--- src/rtl/sobel_row_stream.sv ---
// Streaming 3x3 Sobel row filter: one row in, one row of (WIDTH-2) magnitudes out, 2-stage pipeline.
// Optional build macro SOBEL_THRESH_EN turns the saturated magnitude into a binary edge map against thresh.
module sobel_row_stream #(
  parameter int WIDTH = 5,
  parameter int PIX_W = 8
) (
  input  logic                       clk,
  input  logic                       rst,
  input  logic                       in_valid,
  output logic                       in_ready,
  input  logic                       in_sof,
  input  logic [WIDTH*PIX_W-1:0]     in_data,
  output logic                       out_valid,
  input  logic                       out_ready,
  output logic [(WIDTH-2)*PIX_W-1:0] out_data
`ifdef SOBEL_THRESH_EN
  ,
  input  logic [PIX_W-1:0]           thresh
`endif
);

  localparam int COLS  = WIDTH - 2;
  localparam int SW    = PIX_W + 3;
  localparam int ROW_W = WIDTH * PIX_W;
  localparam int OUT_W = COLS * PIX_W;
  localparam logic [SW-1:0] PIX_MAX = SW'((1 << PIX_W) - 1);

  typedef enum logic [1:0] {EMPTY, ONE, TWO, FULL} fill_t;

  fill_t state, state_nxt;

  logic en;
  logic accept;
  logic issue;

  // The row shifted out of r1 is never read again, so only the two most recent rows are stored.
  logic [ROW_W-1:0] r1;
  logic [ROW_W-1:0] r2;

  logic signed [SW-1:0] gx_a [COLS];
  logic signed [SW-1:0] gy_a [COLS];
  logic signed [SW-1:0] gx_p1 [COLS];
  logic signed [SW-1:0] gy_p1 [COLS];
  logic                 vld_p1;

  logic [OUT_W-1:0] out_b;

  function automatic logic signed [SW-1:0] ext(input logic [PIX_W-1:0] p);
    return signed'({3'b000, p});
  endfunction

  function automatic logic [SW-1:0] abs_s(input logic signed [SW-1:0] v);
    logic [SW-1:0] r;
    r = v[SW-1] ? -v : v;
    return r;
  endfunction

`ifdef SOBEL_THRESH_EN
  function automatic logic [PIX_W-1:0] shape(input logic [SW-1:0] mag,
                                             input logic [PIX_W-1:0] th);
    return (mag >= {3'b000, th}) ? {PIX_W{1'b1}} : {PIX_W{1'b0}};
  endfunction
`else
  function automatic logic [PIX_W-1:0] shape(input logic [SW-1:0] mag);
    return (mag > PIX_MAX) ? {PIX_W{1'b1}} : mag[PIX_W-1:0];
  endfunction
`endif

  assign en       = !out_valid || out_ready;
  assign in_ready = en;
  assign accept   = in_valid && in_ready;
  assign issue    = accept && !in_sof && (state == TWO || state == FULL);

  always_ff @(posedge clk or posedge rst) begin
    if (rst) begin
      state <= EMPTY;
    end else begin
      state <= state_nxt;
    end
  end

  // A start-of-frame row always becomes row one of the new window history.
  always_comb begin
    state_nxt = state;
    if (accept) begin
      if (in_sof) begin
        state_nxt = ONE;
      end else begin
        case (state)
          EMPTY:   state_nxt = ONE;
          ONE:     state_nxt = TWO;
          TWO:     state_nxt = FULL;
          default: state_nxt = FULL;
        endcase
      end
    end
  end

  always_ff @(posedge clk or posedge rst) begin
    if (rst) begin
      r1 <= '0;
      r2 <= '0;
    end else if (accept) begin
      r1 <= r2;
      r2 <= in_data;
    end
  end

  for (genvar c = 0; c < COLS; c++) begin : g_col
    logic signed [SW-1:0] tl, tm, tr, ml, mr, bl, bm, br;
    assign tl = ext(r1[c*PIX_W +: PIX_W]);
    assign tm = ext(r1[(c+1)*PIX_W +: PIX_W]);
    assign tr = ext(r1[(c+2)*PIX_W +: PIX_W]);
    assign ml = ext(r2[c*PIX_W +: PIX_W]);
    assign mr = ext(r2[(c+2)*PIX_W +: PIX_W]);
    assign bl = ext(in_data[c*PIX_W +: PIX_W]);
    assign bm = ext(in_data[(c+1)*PIX_W +: PIX_W]);
    assign br = ext(in_data[(c+2)*PIX_W +: PIX_W]);
    assign gx_a[c] = (tr + (mr <<< 1) + br) - (tl + (ml <<< 1) + bl);
    assign gy_a[c] = (bl + (bm <<< 1) + br) - (tl + (tm <<< 1) + tr);
  end

  // Stage A: signed gradients of the issued window
  always_ff @(posedge clk or posedge rst) begin
    if (rst) begin
      vld_p1 <= 1'b0;
    end else if (en) begin
      vld_p1 <= issue;
    end
  end

  always_ff @(posedge clk) begin
    if (en && issue) begin
      gx_p1 <= gx_a;
      gy_p1 <= gy_a;
    end
  end

  for (genvar c = 0; c < COLS; c++) begin : g_mag
    logic [SW-1:0] mag;
    assign mag = abs_s(gx_p1[c]) + abs_s(gy_p1[c]);
`ifdef SOBEL_THRESH_EN
    assign out_b[c*PIX_W +: PIX_W] = shape(mag, thresh);
`else
    assign out_b[c*PIX_W +: PIX_W] = shape(mag);
`endif
  end

  // Stage B: magnitude, saturated or thresholded, into the output register
  always_ff @(posedge clk or posedge rst) begin
    if (rst) begin
      out_valid <= 1'b0;
      out_data  <= '0;
    end else if (en) begin
      out_valid <= vld_p1;
      if (vld_p1) begin
        out_data <= out_b;
      end
    end
  end

endmodule

--- config.mk ---
export PLATFORM = sky130hd
export DESIGN_NAME = sobel_row_stream
export DESIGN_NICKNAME = d
export VERILOG_FILES = /design/src/rtl/sobel_row_stream.sv
export SDC_FILE = /design/constraint.sdc
export NUM_CORES = 1
export LEC_CHECK = 0
export CORE_UTILIZATION = 30
export DETAILED_ROUTE_END_ITERATION = 16
export HOLD_SLACK_MARGIN = 0.02
export PLACE_DENSITY_LB_ADDON = 0.15
export SLEW_MARGIN = 20
export SYNTH_ARGS = -nofsm -noshare
export SYNTH_HDL_FRONTEND = slang
export SYNTH_SLANG_ARGS = --single-unit
--- constraint.sdc ---
create_clock -name clk -period 10.8 [get_ports clk]
set_clock_uncertainty 0.15 [all_clocks]
set_input_delay 1.62 -clock clk [delete_from_list [all_inputs] [get_ports clk]]
set_output_delay 1.62 -clock clk [all_outputs]
set_load 0.1 [all_outputs]
; ---- Word-level counts from Yosys, hierarchy flattened
; Index checks and enable logic that the tools add are counted.
; W data, S select, Z words.
[op_classes]
n_lt_le_gt_ge = 3
reduce_logical = 10
addsub = 37
n_eq_ne = 3
mux = 11
[ops]
columns = op, n
row1 = $add A10 B8 Y11, 11
row2 = $add A8 B9 Y10, 11
row3 = $mux W11, 6
row4 = $neg A11 Y11, 6
row5 = $sub A11 B11 Y11, 6
row6 = $add A11 B11 Y11, 3
row7 = $gt A11 B8 Y1 const B, 3
row8 = $mux W8, 3
row9 = $eq A2 B2 Y1 const B, 2
row10 = $logic_and A1 B1 Y1, 4
row11 = $pmux W2 S2, 1
row12 = $eq A2 B1 Y1 const B, 1
row13 = $logic_not A1 Y1, 2
row14 = $logic_not A2 Y1, 1
row15 = $logic_or A1 B1 Y1, 2
row16 = $mux W2, 1
row17 = $reduce_and A2 Y1, 1
[totals]
reg_bits = 174
out_inout_bits = 26
in_bits = 45
elab_cells = 76

; ---- Logic depth before layout (Yosys ltp)
; Gate-level depths: netlist of run 1.
[logic_depth]
word_depth = 6
depth_mapped = 17
depth_no_buf = 17

; ---- Worst setup path after synthesis of run 1
; Ideal clock, no wire load.
[synth_path]
path_kind = input -> register
from = input out_ready
to = register gx_p1[0] (netlist bit), enable pin
n_path_buf = 2
path_stages = 5
t_required_ns = 10.062
slack_ns = 1.966
setup_time_ns = 0.588
arrival_time_ns = 8.097
cell_sequence = nand2b_1 clkbuf_1 nand2_1 buf_1 nor3b_1
[synth_via]
elab_chain_cells = 5
[synth_rtl]
columns = element, line
row1 = "start, declared", 14  ; input logic out_ready,
row2 = $logic_or A1 B1 Y1 (*), 69  ; assign en = !out_valid || out_ready;
row3 = net in_ready, 10  ; output logic in_ready,
row4 = $logic_and A1 B1 Y1, 71  ; assign accept = in_valid && in_ready;
row5 = $logic_and A1 B1 Y1 (2 in a row), 72  ; assign issue = accept && !in_sof && (state == TWO || state == FULL);
row6 = $logic_and A1 B1 Y1 (*), 133  ; if (en && issue) begin
row7 = "end signal, assigned", 134  ; gx_p1 <= gx_a;
row8 = "end, declared", 42  ; logic signed [SW-1:0] gx_p1 [COLS];
; The timed path passes the listed nets; every way through them passes the cells marked *.
; A chain may end at the register's enable or synchronous reset.

==> key figures, run 1 <==
Run status
  • Outcome: completed

Logic synthesis
  • Mean post-synth cell area: about 11 um2
  • Area leader, netlist: fa_1
  • Synth Flop Type: dfrtp_1
  • Largest family of logic cells by synthesized area: adder cells
  • Synth area leaders: fa_1, dfrtp_1, edfxtp_1, ha_1, inv_1
  • Post-synthesis simple-gate area fraction: 0.0636
  • Synth Register Bits: 174
  • Post-synthesis async set-or-reset flop share: 0.621
  • Mapped Area: 14600 um2
  • Synth Instances: around 1300
  • Unique cell type count in the Yosys netlist: between 50 and 60
  • Number of synthesized flops with an enable pin: 66
  • Share of the synthesized area in the top cell type: 0.226
  • Synthesis Warnings: 0
  • Syn_nets: about 1700
  • Sequential-to-total area share from yosys stat: 0.320
  • Synth Area in Compound Gates: 0.108
  • Synth Area in XOR/XNOR: 0.0718
  • Adder-Cell Fraction of Synth Area: 0.329
  • Post-synthesis mux area share: 0.0385

Detailed routing
  • Final wirelength: around 34 mm
  • Post-route DRC violation count: 0
  • DRT iter0 DRCs: roughly 450
  • Vias per cell: roughly 4.5
  • Routed Antenna Nets: 0
  • WL/cell: between 15 and 20 um
  • Pre-Repair DR Iteration Count: 5
  • Via count: slightly above 9000

CTS
  • # resized after CTS: 0
  • CTS tree: built
  • Clock Path Buffers: 2
  • Clock sink total: 174
  • Inserted Clock Buffers: 17
  • Post-CTS setup buffers: 0
  • CTS Hold Bufs: 0
  • Clk pin slew, worst setup/hold paths: roughly 0.070 ns
  • CTS root buf: clkbuf_16
  • Clk_lat worst skew: 0.49 ns
  • H-tree level count: 4

Floorplan
  • # IOs: between 70 and 80
  • Chip Width: between 200 and 250 um
  • Die Area: between 40000 and 50000 um2
  • Site row count: 80
  • Initial core utilization: 0.305
  • Core area: roughly 48000 um2
  • Die height: roughly 220 um

GRT
  • All-Layer GR Usage: 0.149
  • Largest net degree at the start of global routing: 68
  • Remaining global-route overflow: 0
  • Vias in the first global route: 9695
  • Antenna violations before repair: 0
  • First-pass GRT wire length: around 55 mm

Placement
  • Port bufs: 70
  • DP HPWL: about 28 mm
  • RD Place Congestion: between 0.7 and 0.8

Finish
  • Diodes inserted: 0
  • Layout filler cell count: about 4800
  • Area Overhead vs Synth: 13.7%
  • Layout cells sized above 1: 0.0676
  • Most frequent cells in the layout: inv_1, fa_1, ha_1
  • Nets: between 1500 and 2000
  • Seq. cell area: 4680 um2
  • Area of the multi-input gates: approximately 8900 um2
  • Commonest non-fill, non-tap cell in the layout: inv_1

Critical path
  • WP buf/inv: 2
  • Critical path fanouts, max: 5
  • CP Class: input port to flip-flop
  • CP cell instances: clkdlybuf4s50_1 -> fa_1 -> ha_1 -> fa_1 -> a21oi_1 -> nor2_1 -> nor2_1 -> o21bai_1 -> a21oi_1 -> xnor2_1 -> fa_1 -> fa_1 -> inv_1 -> ha_1 -> or3_1 -> o21ai_0 -> nor2_1 -> o311a_1
  • Setup crit start kind: input port
  • Req. time, crit path: ~11 ns
  • CP arrival: 6.65 ns
  • Crit. End Element: flip-flop
  • Max incr delay on CP: around 0.75 ns
  • Critical path's top delay family: adder cells
  • Slowest-stage cell, CP: clkdlybuf4s50_1
  • Most frequent CP cell: fa_1

STA
  • Fin crit period: about 6.6 ns
  • Fin crit share: 0.608
  • Hold Violations, Final: 0
  • Max-slew violations: 0
  • Worst Tran Pin Value: about 0.97 ns
  • Worst hold slack: 0.326 ns
  • Final setup vio count: 0
  • Fmax: ~0.15 GHz
  • Total negative setup slack: 0 ns
  • Slew HR: 0.351
  • Unrepaired setup endpoints after global routing: false

Worst hold path
  • Tightest Hold Check Type: flip-flop to flip-flop

Flow run
  • Max Cap Viol: 0
-- layout make-up --
| type | instances | area share |
|---|---|---|
| timing repair buffer | 74 | 0.0439 |
| inverter | 246 | 0.0556 |
| clock inverter | 14 | 0.00850 |
| tap | 615 | 0.0462 |
| sequential | 174 | 0.282 |
| multi-input combinational | 894 | 0.538 |
| clock buffer | 18 | 0.0264 |
-- through the flow --
step	cell area [um2]	utilization	instances	worst slack, ns
after floorplan	14600	-	1337	1.97
after detailed placement	16100	0.335	2003	3.72
after global placement	16100	0.335	2003	3.76
after global routing	16600	0.347	2035	3.92
final	16600	0.347	2035	4.24
after CTS	16600	0.347	2035	4.25
-- cell usage after synthesis (9+ instances only) --
cell type	n
nand2_1	78
nor2_1	35
xnor2_1	97
mux2_2	50
a21o_1	22
nand3_1	11
o21ai_0	72
nor4_1	9
fa_1	165
nor3_1	9
edfxtp_1	66
a21oi_1	49
ha_1	121
o21a_1	13
o21bai_1	15
o31ai_1	15
buf_1	9
clkbuf_1	14
xor2_1	23
a31oi_1	12
o22a_1	14
inv_1	246
nand2b_1	17
dfrtp_1	108
-- state kept, by name, summed over array words and instances, names as in the netlist --
| register | count |
|---|---|
| r1 | 40 |
| r2 | 40 |
| gx_p1 | 33 |
| gy_p1 | 33 |
| out_data | 24 |
| state | 2 |
| out_valid | 1 |
| vld_p1 | 1 |
-- worst paths after layout --
check | to | slack, ns | cells after the start | start
max in group asynchronous | r2[7] | 7.75 | 3 | rst
worst max-delay path | gx_p1[10] | 4.24 | 18 | in_data[17]
worst max register to register | gx_p1[10] | 5.69 | 17 | r1[17]
worst min register to register | out_valid | 0.33 | 2 | vld_p1
min in group asynchronous | out_valid | 1.50 | 2 | rst
worst min-delay path | out_valid | 0.33 | 2 | vld_p1
-- worst reg2reg max path: stages, from the launching register on --
cell	delay, ns
dfrtp_1	0.44
fa_1	0.47
ha_1	0.25
fa_1	0.46
a21oi_1	0.18
nor2_1	0.06
nor2_1	0.18
o21bai_1	0.09
a21oi_1	0.24
xnor2_1	0.20
fa_1	0.49
fa_1	0.49
inv_1	0.04
ha_1	0.21
or3_1	0.36
o21ai_0	0.11
nor2_1	0.10
o311a_1	0.34
-- routing by layer --
metal  part of all wire  wire (um)  track usage  vias up
li1                   -          -            -     4578
met2               0.44      15100        0.224      115
met5                  0          0            0        -
met1               0.51      17600        0.214     4537
met3              0.030       1010       0.0349       23
met4              0.013        448       0.0409        0
-- cells by family (layout without fill, tap and decap cells) --
kind of cell / after synthesis / count (layout)
buf+inv: 269 / 352
compound gates: 245 / 245
xor+xnor: 120 / 120
simple gates: 193 / 193
flops: 174 / 174
fa+ha+maj: 286 / 286
mux: 50 / 50
Power of run 1 is not shown: default switching activity piles up to over one toggle a cycle in this logic, so the estimate is an artifact.
==> run 2, diff against run 1 <==
==> constraint.sdc (replaced) <==
create_clock -name clk -period 5.49 [get_ports clk]
set_clock_uncertainty 0.15 [all_clocks]
set_input_delay 0.8235 -clock clk [delete_from_list [all_inputs] [get_ports clk]]
set_output_delay 0.8235 -clock clk [all_outputs]
set_load 0.1 [all_outputs]
==> run 2 against run 1 <==
- sequential share of layout area down 0.64 points
- register-to-register slack got worse by 5.2 ns
- utilization rose by 0.80 points
- first-iteration DRC count is 19% higher
- hold slack got worse by 0.016 ns
- die area stayed put
- highest routed layer unchanged
==> key figures, run 2 (synthesized netlist as in run 1, its figures left out) <==
STA
  • Max-slew violations: 0
  • Fmax: ~0.19 GHz
  • Hold Violations, Final: 0
  • Worst Tran Pin Value: between 0.9 and 1 ns
  • Fin crit share: 0.958
  • Unrepaired setup endpoints after global routing: false
  • Slew HR: 0.339
  • Total negative setup slack: 0 ns
  • Final setup vio count: 0
  • Fin crit period: between 5 and 6 ns

Floorplan
  • Site row count: 80
  • Die height: roughly 220 um
  • Initial core utilization: 0.305
  • Chip Width: roughly 220 um
  • # IOs: just over 70
  • Core area: roughly 48000 um2
  • Die Area: 49700 um2

Flow run
  • Max Cap Viol: 0

CTS
  • CTS root buf: clkbuf_16
  • Clock Path Buffers: 2
  • Post-CTS setup buffers: 0
  • Clk pin slew, worst setup/hold paths: around 0.07 ns
  • Inserted Clock Buffers: 17
  • CTS Hold Bufs: 0
  • CTS tree: built
  • H-tree level count: 4
  • Clock sink total: 174
  • Clk_lat worst skew: about 0.5 ns

Detailed routing
  • WL/cell: ~17 um
  • Vias per cell: between 4 and 5
  • DRT iter0 DRCs: roughly 540
  • Via count: 9375
  • Final wirelength: 34.8 mm
  • Pre-Repair DR Iteration Count: 5
  • Routed Antenna Nets: 0
  • Post-route DRC violation count: 0

GRT
  • All-Layer GR Usage: 0.151
  • Vias in the first global route: between 9000 and 10000
  • Largest net degree at the start of global routing: slightly below 70
  • Antenna violations before repair: 0
  • Remaining global-route overflow: 0
  • First-pass GRT wire length: between 50 and 60 mm

Finish
  • Layout cells sized above 1: 0.0930
  • Nets: between 1500 and 2000
  • Largest regs: r1: 40 flops, r2: 40 flops
  • Commonest non-fill, non-tap cell in the layout: inv_1
  • Area Overhead vs Synth: 16.4%
  • Most frequent cells in the layout: inv_1, fa_1, ha_1
  • Final core occ: 0.355
  • Diodes inserted: 0

Critical path
  • Setup crit start kind: input port
  • CP arrival: between 5 and 6 ns
  • Crit. End Element: flip-flop
  • CP Class: input port to flip-flop
  • Critical path fanouts, max: 2
  • Req. time, crit path: between 5 and 6 ns

Placement
  • RD Place Congestion: just under 0.8
  • Port bufs: 70
  • DP HPWL: ~28 mm

Worst hold path
  • Tightest Hold Check Type: flip-flop to flip-flop

Run status
  • Outcome: completed
## run 2: cell type report
| class | count | area, um2 |
|---|---|---|
| clock buffers | 17 | 425 |
| clock inverters | 15 | 200 |
| fillers | 4778 | 30900 |
| inverters | 246 | 926 |
| multi-input cells | 894 | 8960 |
| flip-flops and latches | 174 | 4680 |
| well taps | 615 | 769 |
| repair buffers | 117 | 1060 |
## run 2: worst paths after layout
path,slack (ns),cells after the start,to,start
worst min register to register,0.31,2,out_valid,vld_p1
worst max register to register,0.50,17,gx_p1[10],r1[17]
min in group asynchronous,0.72,2,out_data[19],rst
max in group asynchronous,3.36,3,r2[21],rst
worst max-delay path,0.23,17,gx_p1[10],in_data[18]
worst min-delay path,0.31,2,out_valid,vld_p1
## run 2: routing by layer
metal	global-route usage	routed length, um
met5	0	0
met4	0.0445	572
met3	0.0354	1230
met2	0.231	15400
met1	0.212	17500
## run 2: per-stage QoR
step	cells	area (um2)	setup slack (ns)	hold WS, ns
3_5_place_dp	2046	16400	-0.519	0.300
3_3_place_gp	2046	16400	-0.457	0.305
4_1_cts	2078	17000	0.00556	0.314
2_1_floorplan	1337	14600	0.332	0.281
6_report	2078	17000	0.233	0.310
5_1_grt	2078	17000	0.0418	0.350
## run 2: worst max-delay path, cell delays in order
cell and delay (ns):
clkdlybuf4s50_1 0.53, fa_1 0.62, ha_1 0.24, a21o_1 0.18, a21oi_1 0.28, o21bai_1 0.11, a21oi_1 0.23, xor2_1 0.14
fa_1 0.49, inv_1 0.05, fa_1 0.47, inv_1 0.04, ha_1 0.27, or3_1 0.34, o21ai_0 0.11, nor2_1 0.09
o311a_1 0.34
## run 2: timing repair
item	4_1_cts	5_1_grt
resized for setup	0	3
setup endpoints to repair	0	2
hold endpoints to repair	0	0
Power of run 2 is left out for the same reason.
